[src/rtl/dct_zigzag_reader.sv]
// dct_zigzag_reader
// Drains one finished 8x8 DCT block (64 coefficients) from the result RAM in
// JPEG zig-zag order and presents it as a valid/ready stream.
//
// Ports:
//   clk, rst_n        clock, asynchronous active-low reset
//   start             one-cycle pulse, begins draining a block (ignored if busy)
//   row_order         (only with ZZ_ROW_ORDER_EN) 1 = plain row-major order
//   mem_rd_en         RAM read strobe
//   mem_addr          RAM address, row*8+col
//   mem_data          RAM read data, valid one cycle after mem_rd_en
//   out_data          coefficient at the head of the output buffer
//   out_index         zig-zag position 0..63 of out_data
//   out_last          high with index 63
//   out_valid/ready   stream handshake
//   busy              high while not idle
//   done              one-cycle pulse after the final beat is accepted
//
// Optional feature macro: ZZ_ROW_ORDER_EN (adds the row_order input).
module dct_zigzag_reader #(
    parameter int DATA_W     = 16,
    parameter int FIFO_DEPTH = 4
) (
    input  logic              clk,
    input  logic              rst_n,
    input  logic              start,
`ifdef ZZ_ROW_ORDER_EN
    input  logic              row_order,
`endif
    output logic              mem_rd_en,
    output logic [5:0]        mem_addr,
    input  logic [DATA_W-1:0] mem_data,
    output logic [DATA_W-1:0] out_data,
    output logic [5:0]        out_index,
    output logic              out_last,
    output logic              out_valid,
    input  logic              out_ready,
    output logic              busy,
    output logic              done
);

    localparam int PTR_W = (FIFO_DEPTH > 1) ? $clog2(FIFO_DEPTH) : 1;
    localparam int CNT_W = $clog2(FIFO_DEPTH + 2);

    typedef enum logic [1:0] {
        IDLE,
        RUN,
        DRAIN
    } state_t;

    state_t            state;
    logic [2:0]        row;
    logic [2:0]        col;
    logic [5:0]        issue_cnt;   // zig-zag index of the next read
    logic              rd_pending;  // read issued last cycle, data arrives now
    logic [5:0]        pend_idx;    // zig-zag index of that read
    logic              row_mode;

    logic [DATA_W-1:0] fifo_data [FIFO_DEPTH];
    logic [5:0]        fifo_idx  [FIFO_DEPTH];
    logic [PTR_W-1:0]  wr_ptr;
    logic [PTR_W-1:0]  rd_ptr;
    logic [CNT_W-1:0]  count;
    logic [CNT_W-1:0]  occupancy;

    logic              push;
    logic              pop;

    // Reads in flight are counted against the buffer so it can never overflow.
    assign occupancy = count + CNT_W'(rd_pending);
    assign mem_rd_en = (state == RUN) && (occupancy < CNT_W'(FIFO_DEPTH));
    assign busy      = (state != IDLE);

    assign push      = rd_pending;
    assign out_valid = (count != '0);
    assign pop       = out_valid && out_ready;
    assign out_data  = fifo_data[rd_ptr];
    assign out_index = fifo_idx[rd_ptr];
    assign out_last  = out_valid && (fifo_idx[rd_ptr] == 6'd63);

    assign mem_addr  = row_mode ? issue_cnt : {row, col};

    // Control FSM and zig-zag walk
    always_ff @(posedge clk or negedge rst_n) begin
        if (!rst_n) begin
            state      <= IDLE;
            row        <= '0;
            col        <= '0;
            issue_cnt  <= '0;
            rd_pending <= 1'b0;
            pend_idx   <= '0;
            row_mode   <= 1'b0;
            done       <= 1'b0;
        end else begin
            done       <= 1'b0;
            rd_pending <= 1'b0;
            case (state)
                IDLE: begin
                    if (start) begin
                        state     <= RUN;
                        row       <= '0;
                        col       <= '0;
                        issue_cnt <= '0;
`ifdef ZZ_ROW_ORDER_EN
                        row_mode  <= row_order;
`else
                        row_mode  <= 1'b0;
`endif
                    end
                end
                RUN: begin
                    if (mem_rd_en) begin
                        rd_pending <= 1'b1;
                        pend_idx   <= issue_cnt;
                        // The walk stops at (7,7); advancing past it would wrap row.
                        if (issue_cnt == 6'd63) begin
                            state <= DRAIN;
                        end else begin
                            issue_cnt <= issue_cnt + 6'd1;
                            if ((row[0] ^ col[0]) == 1'b0) begin
                                if (col == 3'd7) begin
                                    row <= row + 3'd1;
                                end else if (row == 3'd0) begin
                                    col <= col + 3'd1;
                                end else begin
                                    row <= row - 3'd1;
                                    col <= col + 3'd1;
                                end
                            end else begin
                                if (row == 3'd7) begin
                                    col <= col + 3'd1;
                                end else if (col == 3'd0) begin
                                    row <= row + 3'd1;
                                end else begin
                                    row <= row + 3'd1;
                                    col <= col - 3'd1;
                                end
                            end
                        end
                    end
                end
                DRAIN: begin
                    if (pop && out_last) begin
                        state <= IDLE;
                        done  <= 1'b1;
                    end
                end
                default: state <= IDLE;
            endcase
        end
    end

    // Output buffer: written the cycle after each read, popped on handshake
    always_ff @(posedge clk or negedge rst_n) begin
        if (!rst_n) begin
            for (int unsigned i = 0; i < FIFO_DEPTH; i++) begin
                fifo_data[i] <= '0;
                fifo_idx[i]  <= '0;
            end
            wr_ptr <= '0;
            rd_ptr <= '0;
            count  <= '0;
        end else begin
            if (push) begin
                fifo_data[wr_ptr] <= mem_data;
                fifo_idx[wr_ptr]  <= pend_idx;
                wr_ptr <= (wr_ptr == PTR_W'(FIFO_DEPTH - 1)) ? '0 : wr_ptr + 1'b1;
            end
            if (pop) begin
                rd_ptr <= (rd_ptr == PTR_W'(FIFO_DEPTH - 1)) ? '0 : rd_ptr + 1'b1;
            end
            if (push && !pop) begin
                count <= count + 1'b1;
            end else if (!push && pop) begin
                count <= count - 1'b1;
            end
        end
    end

endmodule

[config.mk]
export PLATFORM = sky130hd
export DESIGN_NAME = dct_zigzag_reader
export DESIGN_NICKNAME = d
export VERILOG_FILES = /design/src/rtl/dct_zigzag_reader.sv
export SDC_FILE = /design/constraint.sdc
export NUM_CORES = 1
export LEC_CHECK = 0
export ABC_CLOCK_PERIOD_IN_PS = 6000
export BUFFER_PORTS_ARGS = -buffer_cell sky130_fd_sc_hd__buf_2
export CORE_UTILIZATION = 46
export CTS_CLUSTER_DIAMETER = 200
export DETAILED_ROUTE_END_ITERATION = 6
export GPL_TIMING_DRIVEN = 0
export SETUP_SLACK_MARGIN = 0.5
export SYNTH_ARGS = -nofsm -noshare
export SYNTH_HDL_FRONTEND = slang
export SYNTH_SLANG_ARGS = --single-unit
[constraint.sdc]
create_clock -name clk -period 6 [get_ports clk]
set_input_delay 0.3 -clock clk [delete_from_list [all_inputs] [get_ports clk]]
set_output_delay 0.3 -clock clk [all_outputs]
set_load 0.01 [all_outputs]
# Word-level counts from Yosys, hierarchy flattened
# Index checks and enable logic that the tools add are counted.
[word_totals]
regBits = 117
inputBits = 20
output_inout_bits = 33
elab_cells = 117
[op_classes]
add_sub_neg = 10
n_lt_le_gt_ge = 4
eq_ne = 17
mux = 44
n_bitwise = 3
n_reduce_logical = 21
[op_table]
columns = ["operator", "count"]
rows = [
  ["bitwise mux 64 bit", 1],
  ["two-way mux 16 bit", 3],
  ["two-way mux 3 bit", 15],
  ["two-way mux 6 bit", 6],
  ["binary-select mux 16 bit (select 2 bit)", 1],
  ["demux 16 bit (select 2 bit)", 1],
  ["bitwise mux 24 bit", 1],
  ["binary-select mux 6 bit (select 2 bit)", 1],
  ["demux 6 bit (select 2 bit)", 1],
  ["equality test 6 bit, second input constant", 2],
  ["two-way mux 2 bit", 6],
  ["case mux 3 bit (2 select lines)", 2],
  ["case mux 6 bit (2 select lines)", 1],
  ["AND reduction 6 bit", 2],
  ["adder 3 x 1 -> 3 bit, second input constant", 3],
  ["subtractor 3 x 1 -> 3 bit, second input constant", 3],
  ["!= test 2 bit, second input constant", 4],
  ["!= test 4 bit, second input constant", 2],
  ["AND reduction 4 bit", 2],
  ["logical AND 1 bit", 7],
  ["adder 6 x 1 -> 6 bit, second input constant", 1],
  ["equality test 2 bit, second input constant", 3],
  ["equality test 3 bit, second input constant", 2],
  ["greater-or-equal comparator 3 bit, second input constant", 2],
  ["17 further kinds", 27],
]

# Longest topological paths before layout
# Gate-level depths: netlist of the first run.
[depth]
depth_word = 9
ltp_mapped = 8
mapped_depth_nobuf = 8

# Least setup slack after synthesis of the first run
# No wires, ideal clock.
[synth_path]
kind = "register -> register"
startpoint = "register count[1]"
endpoint = "register count[2]"
t_arrival_ns = 2.000
path_slack_ns = 3.921
stages_incl_launch_ff = 9
path_buffers = 0
cell_sequence = "dfrtp_1 > or3_1 > nand2_1 > ha_1 > inv_1 > fa_1 > xor2_1 > nor2_1 > xor2_1"
[synth_between]
elab_chain_len = 5
elab_cells_between_ends = 10
cone_classes = "add/sub: 2; mux: 2; reduce/logical: 6"
[synth_rtl]
columns = ["element", "line", "text"]
rows = [
  ["start: declaration", "63", "logic [CNT_W-1:0] count;"],
  ["start signal: assignment", "173", "count <= count + 1'b1;"],
  ["start signal: assignment", "175", "count <= count - 1'b1;"],
  ["nonzero test 3 bit (*)", "75", "assign out_valid = (count != '0);"],
  ["net out_valid", "36", "output logic out_valid,"],
  ["logical AND 1 bit (*)", "76", "assign pop = out_valid && out_ready;"],
  ["logical NOT 1 bit", "172", "if (push && !pop) begin"],
  ["logical AND 1 bit", "172", ""],
  ["two-way mux 3 bit / nonzero test 2 bit (equally long branches)", "n/a", ""],
]
# The timed path passes the listed nets; every way through them passes the cells marked *. The select of a mux whose other input is x is not followed.
# A chain may end at the register's enable or synchronous reset.

# Worst setup path in the final report of the first run
[layout_path]
startpoint = "register rd_ptr[0]"
endpoint = "output port out_data[14]"
[layout_between]
elab_chain_len = 4
[layout_rtl]
columns = ["element", "line", "text"]
rows = [
  ["start: declaration", "62", "logic [PTR_W-1:0] rd_ptr;"],
  ["start signal: assignment", "170", "rd_ptr <= (rd_ptr == PTR_W'(FIFO_DEPTH - 1)) ? '0 : rd_ptr + 1'b1;"],
  ["inverter 2 -> 3 bit (implied by the code)", "77", "assign out_data = fifo_data[rd_ptr];"],
  ["binary-select mux 16 bit (select 2 bit)", "77", ""],
  ["two-way mux 16 bit (implied by the code) (2 in series)", "77", ""],
  ["end: declaration", "33", "output logic [DATA_W-1:0] out_data,"],
]
# Every way passes these cells. The select of a mux whose other input is x is not followed.

==> flow_metrics.tcl, run 1 <==
set metrics [dict create \
    path_class "reg -> out" \
    fin_util_pct 57.0 \
    die_x_um 112 \
    maxCapViolCount 0 \
    cts_buffers 17 \
    synth_cells 387 \
    vias 3377 \
    final_layout_size_suffix_gt1_share_pct 45.3 \
    grt_pass1_vias 3558 \
    ys_ff_latch 117 \
    p_per_area_mw_per_mm2 631 \
    fp-row-count 39 \
    clk_pin_slew_ns 0.05 \
    tightest_slew_ns 0.751 \
    skew_ns 0.00334 \
    coreArea_mm2 0.0116 \
    fin_area_mm2 0.00659 \
    diodes 0 \
    slew_headroom_pct 49.9 \
    cts_tree "built" \
    leakage_uw 0.00298 \
    violations "design-rule violations" \
    initial_utilization_pct 47.9 \
    dp_hpwl_um 7230 \
    holdWs_ns 0.159 \
    grt_max_degree 101 \
    synth.area.mux_share_pct 30.5 \
    post_dp_cell_area_mm2 0.00601 \
    setup_tns_ns 0 \
    arrival_ns 2.35 \
    io_pins 53 \
    max-vdd-ir-drop_uv 262 \
    synth_simple_gate_area_share_pct 6.55 \
    avgSynthCellArea_um2 14.3 \
    cp_max_fo 10 \
    areaGrowthSynthToFinish_pct 19.0 \
    ctsResizeCount 0 \
    fmax_mhz 377 \
    post-place-ws_ns 3.74 \
    worst_slack_ns 3.35 \
    synth_seq_area_share_pct 52.8 \
    routed_via_density 5.49 \
    drc 5 \
    routed_wl_um 11000 \
    final_common_cell "dfrtp_1" \
    ctsHtreeMaxLevel 4 \
    fin_nets 496 \
    synth-compound-area-share_pct 2.24 \
    synthAdderAreaFrac_pct 3.75 \
    status "finished, violations left" \
    track_usage_pct 19.6 \
    required_ns 5.70 \
    grt_pass1_wl_um 18300 \
    clock_sinks 117 \
    wl_met2_um 5440 \
    synth_nets 423 \
    hold_viol_final 0 \
    period_minus_slack_ns 2.65 \
    gp_congestion 0.700 \
    synth-xor-area-share_pct 1.26 \
    netlist_area_mm2 0.00554 \
    die_h_um 112 \
    port_buffers 52 \
    route.met3.wl_um 342 \
    grt_antenna_before_repair 0 \
    wirelength_met1_um 5040 \
    synth.area.top_cells "dfrtp_1 (53%), mux2_2 (20%), mux4_2 (8.9%), ha_1 (3.4%), mux2i_1 (1.4%)" \
    wl_per_cell_um 17.8 \
    grt_overflow 0 \
    yosysUniqueCellTypes 40 \
    worstSetupEndpointType "primary output" \
    drtIter0Drc 209 \
    ant_nets 0 \
    ys_warn_count 0 \
    rsz0062_at_grt "false" \
    die_area_mm2 0.0125 \
    synth_area_leader_cell "dfrtp_1" \
    worstHoldPathType "in -> reg" \
    synth_top_family_by_area "multiplexers" \
    synth_top_area_share_pct 52.8 \
    worstSetupStartpointType "register" \
    clk_latency_ns 0.41 \
    clk_path_buf_depth 2 \
    top_layer "met4" \
    final_cell_mix "dfrtp_1 (117), mux2_2 (97), buf_2 (57)" \
    fin_crit_sh_pct 44.2 \
    final-max-slew-violation-count 0 \
    firstDrtPassIters 6 \
    root_buffer "clkbuf_16" \
    setup_violations 0 \
]
## layer usage
layer,up-vias,global-route usage (%)
met4,0,8.20
met5,-,0
met2,59,31.1
met3,12,5.50
met1,1741,25.4
li1,1565,-
## critical path: stages (launching register included)
cell	delay [ns]
dfrtp_1	0.35
buf_2	0.25
buf_6	0.23
buf_2	0.36
mux4_2	0.57
buf_2	0.16
## logic make-up (layout without fill, tap and decap cells)
kind of cell,Yosys count,count (layout)
simple gates,66,66
mux,128,128
xor+xnor,8,8
compound gates,19,19
flops,117,117
buf+inv,33,118
fa+ha+maj,16,16
## through the flow
stage	total power (µW)	std cells
after global placement	3170	582
final	4160	615
after CTS	4220	615
after global routing	4450	615
after detailed placement	3240	583
after floorplan	2720	387
## Yosys cell counts (all sizes together)
master and n:
mux2 97, nor4 1, nand2 19, and2 1, o2bb2ai 1, and3 4
nand3b 6, a21o 1, o311ai 2, a31oi 1, inv 12, ha 15
xnor2 4, clkbuf 3, nor3b 1, nor2 5, or3b 1, nand4 4
nor2b 4, a21oi 2, o21ai 8, mux2i 9, or2 1, or3 1
xor2 4, buf 18, mux4 22, a32oi 3, dfrtp 117, fa 1
or4 2, nor3 3, o211ai 1, nand2b 5, nand3 8
## flip-flops by register name, indices dropped and copies added, names as in the netlist, 3 cells and up
name,count
fifo_data,64
fifo_idx,24
issue_cnt,6
pend_idx,6
col,3
count,3
row,3
## report_power, final
group          switching (µW)  internal (µW)  total, µW
Clock                     334            623        957
Sequential                240           1190       1430
Combinational             802            974       1780
## path summary, 6_finish.rpt
kind,from,endpoint,slack (ns),depth (start not counted)
max,rd_ptr[0],out_data[14],3.35,5
min,mem_data[7],fifo_data[23],0.16,2
max reg2reg,count[2],count[2],3.80,8
min reg2reg,fifo_idx[16],fifo_idx[16],0.50,1
max in group asynchronous,rst_n,fifo_idx[3],4.94,3
min in group asynchronous,rst_n,fifo_data[11],0.30,2
## final cells by class
type	instances	area, µm²
well taps	143	179
clock buffers	29	561
multi-input cells	237	2450
repair buffers	54	304
inverters	12	45.0
flip-flops and latches	117	2930
clock inverters	2	10.0
fillers	957	4970
plain buffers	21	113
## repair_timing
item                                    4_1_cts  5_1_grt
endpoints found under the hold margin        17        0
setup buffers                                 0        0
hold buffers                                  1        0
endpoints found under the setup margin        0        0
Power figures use the tool's default switching activity.
==> inputs of run 2 (changes only) <==
ABC_AREA = 1   (was unset)
ABC_CLOCK_PERIOD_IN_PS = 2300   (was 6000)
PLACE_DENSITY = 0.67   (was unset)
clock period = 2.3 ns   (was 6 ns; I/O delays follow)
==> run 2 against run 1 <==
  * Largest cell class unchanged
  * Area after synthesis grew 0.90%
  * Global-route usage grew 5.7 points
  * Die area is 0.89% higher
  * Final cell count grew 53%
  * The run still ends with design-rule violations left
  * Routed wire length grew 37%
==> flow_metrics.tcl, run 2 <==
set metrics [dict create \
    p_per_area_mw_per_mm2 1690 \
    holdWs_ns 0.00369 \
    worstSetupStartpointType "register" \
    die_area_mm2 0.0126 \
    fin_nets 819 \
    synth-edff-count 0 \
    final_layout_size_suffix_gt1_share_pct 25.4 \
    final-max-slew-violation-count 0 \
    maxCapViolCount 0 \
    synth.area.top_cells "dfrtp_1 (52%), o21ai_0 (12%), nand2_1 (12%), inv_1 (4.6%), nor2_1 (3.6%)" \
    worstSetupEndpointType "primary output" \
    routed_via_density 5.40 \
    largest_register_ffs 64 \
    clk_path_buf_depth 2 \
    firstDrtPassIters 7 \
    vias 5064 \
    path_class "reg -> out" \
    clock_sinks 117 \
    grt_pass1_wl_um 24400 \
    violations "design-rule violations" \
    top_register "fifo_data" \
    leakage_uw 0.00362 \
    die_h_um 112 \
    yosysMostFrequentCell "nand2_1" \
    diodes 0 \
    synth_seq_area_share_pct 52.4 \
    clk_pin_slew_ns 0.05 \
    post_dp_cell_area_mm2 0.00606 \
    avgSynthCellArea_um2 8.32 \
    port_buffers 52 \
    wl_per_cell_um 16.0 \
    ys_top_cells_by_count "nand2_1 (174), o21ai_0 (133), dfrtp_1 (117)" \
    slowest_stage "dfrtp_1" \
    rsz0062_at_grt "true" \
    switching_share_pct 41.2 \
    post-place-ws_ns 0.290 \
    grt_max_degree 75 \
    status "finished, violations left" \
    ys_ff_latch 117 \
    period_minus_slack_ns 2.02 \
    die_x_um 112 \
    fp-row-count 39 \
    final_common_cell "nand2_1" \
    fmax_mhz 495 \
    coreArea_mm2 0.0116 \
    routed_wl_um 15000 \
    worstHoldPathType "in -> reg" \
    max-vdd-ir-drop_uv 929 \
    clk_latency_ns 0.42 \
    synth_top_area_share_pct 52.4 \
    netlist_area_mm2 0.00559 \
    required_ns 2.18 \
    synth_nets 708 \
    fin_crit_sh_pct 87.8 \
    final_cell_mix "nand2_1 (160), o21ai_0 (122), dfrtp_1 (115)" \
    cts_tree "built" \
    areaGrowthSynthToFinish_pct 28.6 \
    max_stage_delay_ns 0.41 \
    cp_common_cell "nand3_2" \
    ant_nets 0 \
    worst_slack_ns 0.281 \
    dp_hpwl_um 9390 \
    cts_buffers 17 \
    grt_antenna_before_repair 0 \
    top_regs "fifo_data (64), fifo_idx (24)" \
    io_pins 53 \
    synth_ff_type "dfrtp_1" \
    power_frac_seq_pct 29.8 \
    path_cells "buf_6, inv_8, buf_12, nand2_2, nand3_2, nand3_2, nor4_4, buf_2" \
    cp_max_fo 7 \
    combPwrFrac_pct 49.8 \
    track_usage_pct 25.3 \
    skew_ns 0.00374 \
    arrival_ns 1.90 \
    root_buffer "clkbuf_16" \
    drtIter0Drc 432 \
    clkPwrFrac_pct 20.3 \
    fin_area_mm2 0.00719 \
    p_int_uw 7130 \
    gp_congestion 0.836 \
    yosysUniqueCellTypes 32 \
    grt_overflow 0 \
    tightest_slew_ns 0.522 \
    ctsHtreeMaxLevel 4 \
    synth_cells 672 \
    ys_warn_count 0 \
    nFillCells 997 \
    setup_violations 0 \
    initial_utilization_pct 48.1 \
    hold_viol_final 0 \
    power.switching_uw 4990 \
    slew_headroom_pct 65.2 \
    synthArstFlopShare_pct 100 \
    drc 4 \
    synth_area_leader_cell "dfrtp_1" \
    grt_pass1_vias 4973 \
]
[run 2: repair_timing]
| action | CTS | global route |
|---|---|---|
| resized for setup | 43 | 69 |
| gates cloned | 1 | 1 |
| hold buffers | 1 | 0 |
| buffers inserted | 18 | 18 |
| hold endpoints to repair | 43 | 0 |
| pin swaps | 10 | 19 |
| setup endpoints to repair | 22 | 74 |
[run 2: metrics by stage]
| stage | TNS (ns) | power (µW) | utilization [%] | std cells |
|---|---|---|---|---|
| 4_1_cts | 0 | 11500 | 59.3 | 919 |
| 6_report | 0 | 12100 | 61.9 | 938 |
| 3_5_place_dp | 0 | 8450 | 52.2 | 868 |
| 5_1_grt | 0 | 13100 | 61.9 | 938 |
| 3_3_place_gp | -31.99 | 8230 | 51.9 | 867 |
| 2_1_floorplan | 0 | 6830 | - | 672 |
[run 2: logic make-up after synthesis]
kind of cell | after synthesis | share of synthesized area [%]
XOR/XNOR | 5 | 0.783
adder cells (fa/ha/maj) | 16 | 3.72
AO/OA/AOI/OAI | 160 | 15.1
flip-flops | 117 | 52.4
multiplexers | 1 | 0.201
AND/OR/NAND/NOR | 270 | 20.0
buffers and inverters | 103 | 7.81
[run 2: cell type report]
type	count	area, µm²	share of cell area, %
multi-input cells	452	2360	32.9
clock buffers	27	503	7.00
clock inverters	4	45.0	0.627
well taps	143	179	2.49
repair buffers	92	618	8.60
flip-flops and latches	117	2930	40.8
inverters	71	282	3.92
plain buffers	32	269	3.74
[run 2: worst max-delay path, delay by kind of cell, from the launching register on]
family	cells	cell delay, ns
buffers and inverters	4	0.53
flip-flops	1	0.41
AND/OR/NAND/NOR	4	0.54
[run 2: power by group through the flow]
stage               Combinational, µW  Sequential [µW]  Clock [µW]
floorplan                        3360             3470           0
global placement                 4690             3540           0
finish                           6040             3620        2470
global route                     6740             3730        2590
CTS                              5430             3570        2490
detailed placement               4860             3580           0
[run 2: worst paths after layout]
kind | cells past startpoint | end | from | slack (ns)
max | 8 | out_last | rd_ptr[0] | 0.28
min in group asynchronous | 2 | fifo_data[55] | rst_n | 0.18
max reg2reg | 9 | count[2] | count[0] | 0.51
max in group asynchronous | 3 | rd_ptr[1] | rst_n | 1.40
min reg2reg | 2 | fifo_data[21] | fifo_data[21] | 0.48
min | 3 | fifo_data[5] | mem_data[5] | 0.004
[run 2: layer usage]
metal | up-vias | track usage (%) | wire (µm)
met3 | 23 | 7.07 | 947
li1 | 2391 | - | -
met5 | - | 0 | 0
met2 | 159 | 43.6 | 7560
met4 | 0 | 8.89 | 270
met1 | 2491 | 30.4 | 6260
==> inputs of run 3 (changes only) <==
CTS_BUF_LIST = sky130_fd_sc_hd__clkbuf_2 sky130_fd_sc_hd__clkbuf_4 sky130_fd_sc_hd__clkbuf_8   (was unset)
GPL_TIMING_DRIVEN = 1   (was 0)
==> run 3 against run 2 <==
  * The run still ends with design-rule violations left
  * Register-to-register slack got worse by 0.05 ns
  * Clock skew rose by 0.0066 ns
  * Die area did not move
  * Maximum frequency rose by 4.6%
  * Sequential share of layout area rose by 2.5 points
  * Count of clock-buffer cells in the layout fell by 8
  * Cell area fell by 5.9%
  * Clock power fell by 30%
  * Utilization fell by 3.6 points
  * Total power fell by 14%
  * Largest power group unchanged
==> flow_metrics.tcl, run 3 (synthesized netlist as in run 2, its figures left out) <==
set metrics [dict create \
    crit_family "simple AND/OR/NAND/NOR gates" \
    grt_pass1_vias 4539 \
    largest_register_ffs 64 \
    root_buffer "clkbuf_8" \
    period_minus_slack_ns 1.93 \
    areaGrowthSynthToFinish_pct 21.0 \
    clk_path_buf_depth 2 \
    port_buffers 52 \
    die_x_um 112 \
    path_class "reg -> out" \
    status "finished, violations left" \
    dp_hpwl_um 8170 \
    ctsHtreeMaxLevel 4 \
    violations "design-rule violations" \
    holdWs_ns 0.0117 \
    routed_via_density 5.12 \
    drtIter0Drc 285 \
    gp_congestion 0.812 \
    die_h_um 112 \
    cp_max_fo 7 \
    cp_common_cell "nand2_2" \
    final_layout_size_suffix_gt1_share_pct 21.0 \
    arrival_ns 1.82 \
    routed_wl_um 12800 \
    instances_no_fill 908 \
    path_cells "buf_6, nand2_2, nand3_2, nand2_2, nand2_4, nor4_4, buf_2" \
    firstDrtPassIters 7 \
    clk_pin_slew_ns 0.07 \
    clk_latency_ns 0.44 \
    max-vdd-ir-drop_uv 792 \
    wl_per_cell_um 14.1 \
    nFillCells 1061 \
    top_register "fifo_data" \
    p_per_area_mw_per_mm2 1550 \
    setup_violations 0 \
    skew_ns 0.0103 \
    final_cell_mix "nand2_1 (163), o21ai_0 (132), dfrtp_1 (115)" \
    slew_headroom_pct 67.7 \
    fp-row-count 39 \
    worstSetupEndpointType "primary output" \
    ant_nets 0 \
    cts_buffers 17 \
    hold_viol_final 0 \
    place_inst 848 \
    rsz0062_at_grt "true" \
    grt_antenna_before_repair 0 \
    worstHoldPathType "in -> reg" \
    maxCapViolCount 0 \
    worstSetupStartpointType "register" \
    clock_sinks 117 \
    vias 4648 \
    tightest_slew_ns 0.485 \
    grt_pass1_wl_um 21700 \
    diodes 0 \
    coreArea_mm2 0.0116 \
    required_ns 2.18 \
    top_regs "fifo_data (64), fifo_idx (24)" \
    io_pins 53 \
    post_dp_cell_area_mm2 0.00599 \
    max_stage_delay_ns 0.50 \
    crit_buf_inv 2 \
    initial_utilization_pct 48.1 \
    final-max-slew-violation-count 0 \
    fin_area_mm2 0.00676 \
    cts_tree "built" \
    fmax_mhz 518 \
    grt_overflow 0 \
    final_common_cell "nand2_1" \
    track_usage_pct 22.1 \
    die_area_mm2 0.0126 \
    fin_crit_sh_pct 83.9 \
    drc 4 \
    post-place-ws_ns 0.386 \
    worst_slack_ns 0.369 \
    slowest_stage "dfrtp_2" \
    leakage_uw 0.00337 \
    grt_max_degree 51 \
    fin_nets 788 \
    setup_tns_ns 0 \
]
run 3: changes by cell type in the layout (fill, tap and decap cells not counted), sizes merged:
cell,before,now
buf,102,78
clkbuf,48,19
clkinv,3,8
clkinvlp,0,3
inv,71,72
dlygate4sd3,1,15
run 3: path summary, 6_finish.rpt:
path / from / endpoint / slack (ns) / cells after the start
hold reg to reg: fifo_data[18] / fifo_data[18] / 0.48 / 2
hold / removal: mem_data[2] / fifo_data[2] / 0.01 / 3
max in group asynchronous: rst_n / count[0] / 1.46 / 3
setup / recovery: rd_ptr[0] / out_last / 0.37 / 7
min in group asynchronous: rst_n / fifo_data[7] / 0.18 / 2
setup reg to reg: count[0] / count[2] / 0.46 / 9
run 3: final cells by class:
class	instances	area, µm²	area share, %
Clock buffer	19	255	3.77
Tap cell	143	179	2.65
Timing Repair Buffer	93	697	10.3
Clock inverter	13	109	1.61
Inverter	71	274	4.05
Sequential cell	117	2930	43.3
Multi-Input combinational cell	452	2320	34.3
run 3: per-layer routing:
layer  GRT usage (%)  routed length, µm
met1            26.3               5540
met3            6.70                689
met2            37.8               6300
met5               0                  0
met4            8.53                249
run 3: tightest hold or removal path, stage by stage:
cell	delay (ns)
buf_2	0.10
inv_1	0.09
o21ai_0	0.09
run 3: power breakdown:
part / internal (µW) / leakage, µW / switching, µW
registers: 3010 / 0.00146 / 583
logic: 2040 / 0.00173 / 3110
clock network: 885 / 0.000185 / 831
run 3: repair_timing:
item / 4_1_cts / 5_1_grt
gates resized for setup: 17 / 28
buffers inserted: 9 / 4
setup endpoints to repair: 26 / 21
hold endpoints to repair: 81 / 0
pin swaps: 8 / 13
hold buffers: 15 / 0
run 3: through the flow:
step	power, µW	util, %
after CTS	10200	57.1
after detailed placement	8190	51.6
after global routing	11400	58.2
after floorplan	6830	-
after global placement	8010	51.6
final	10500	58.2
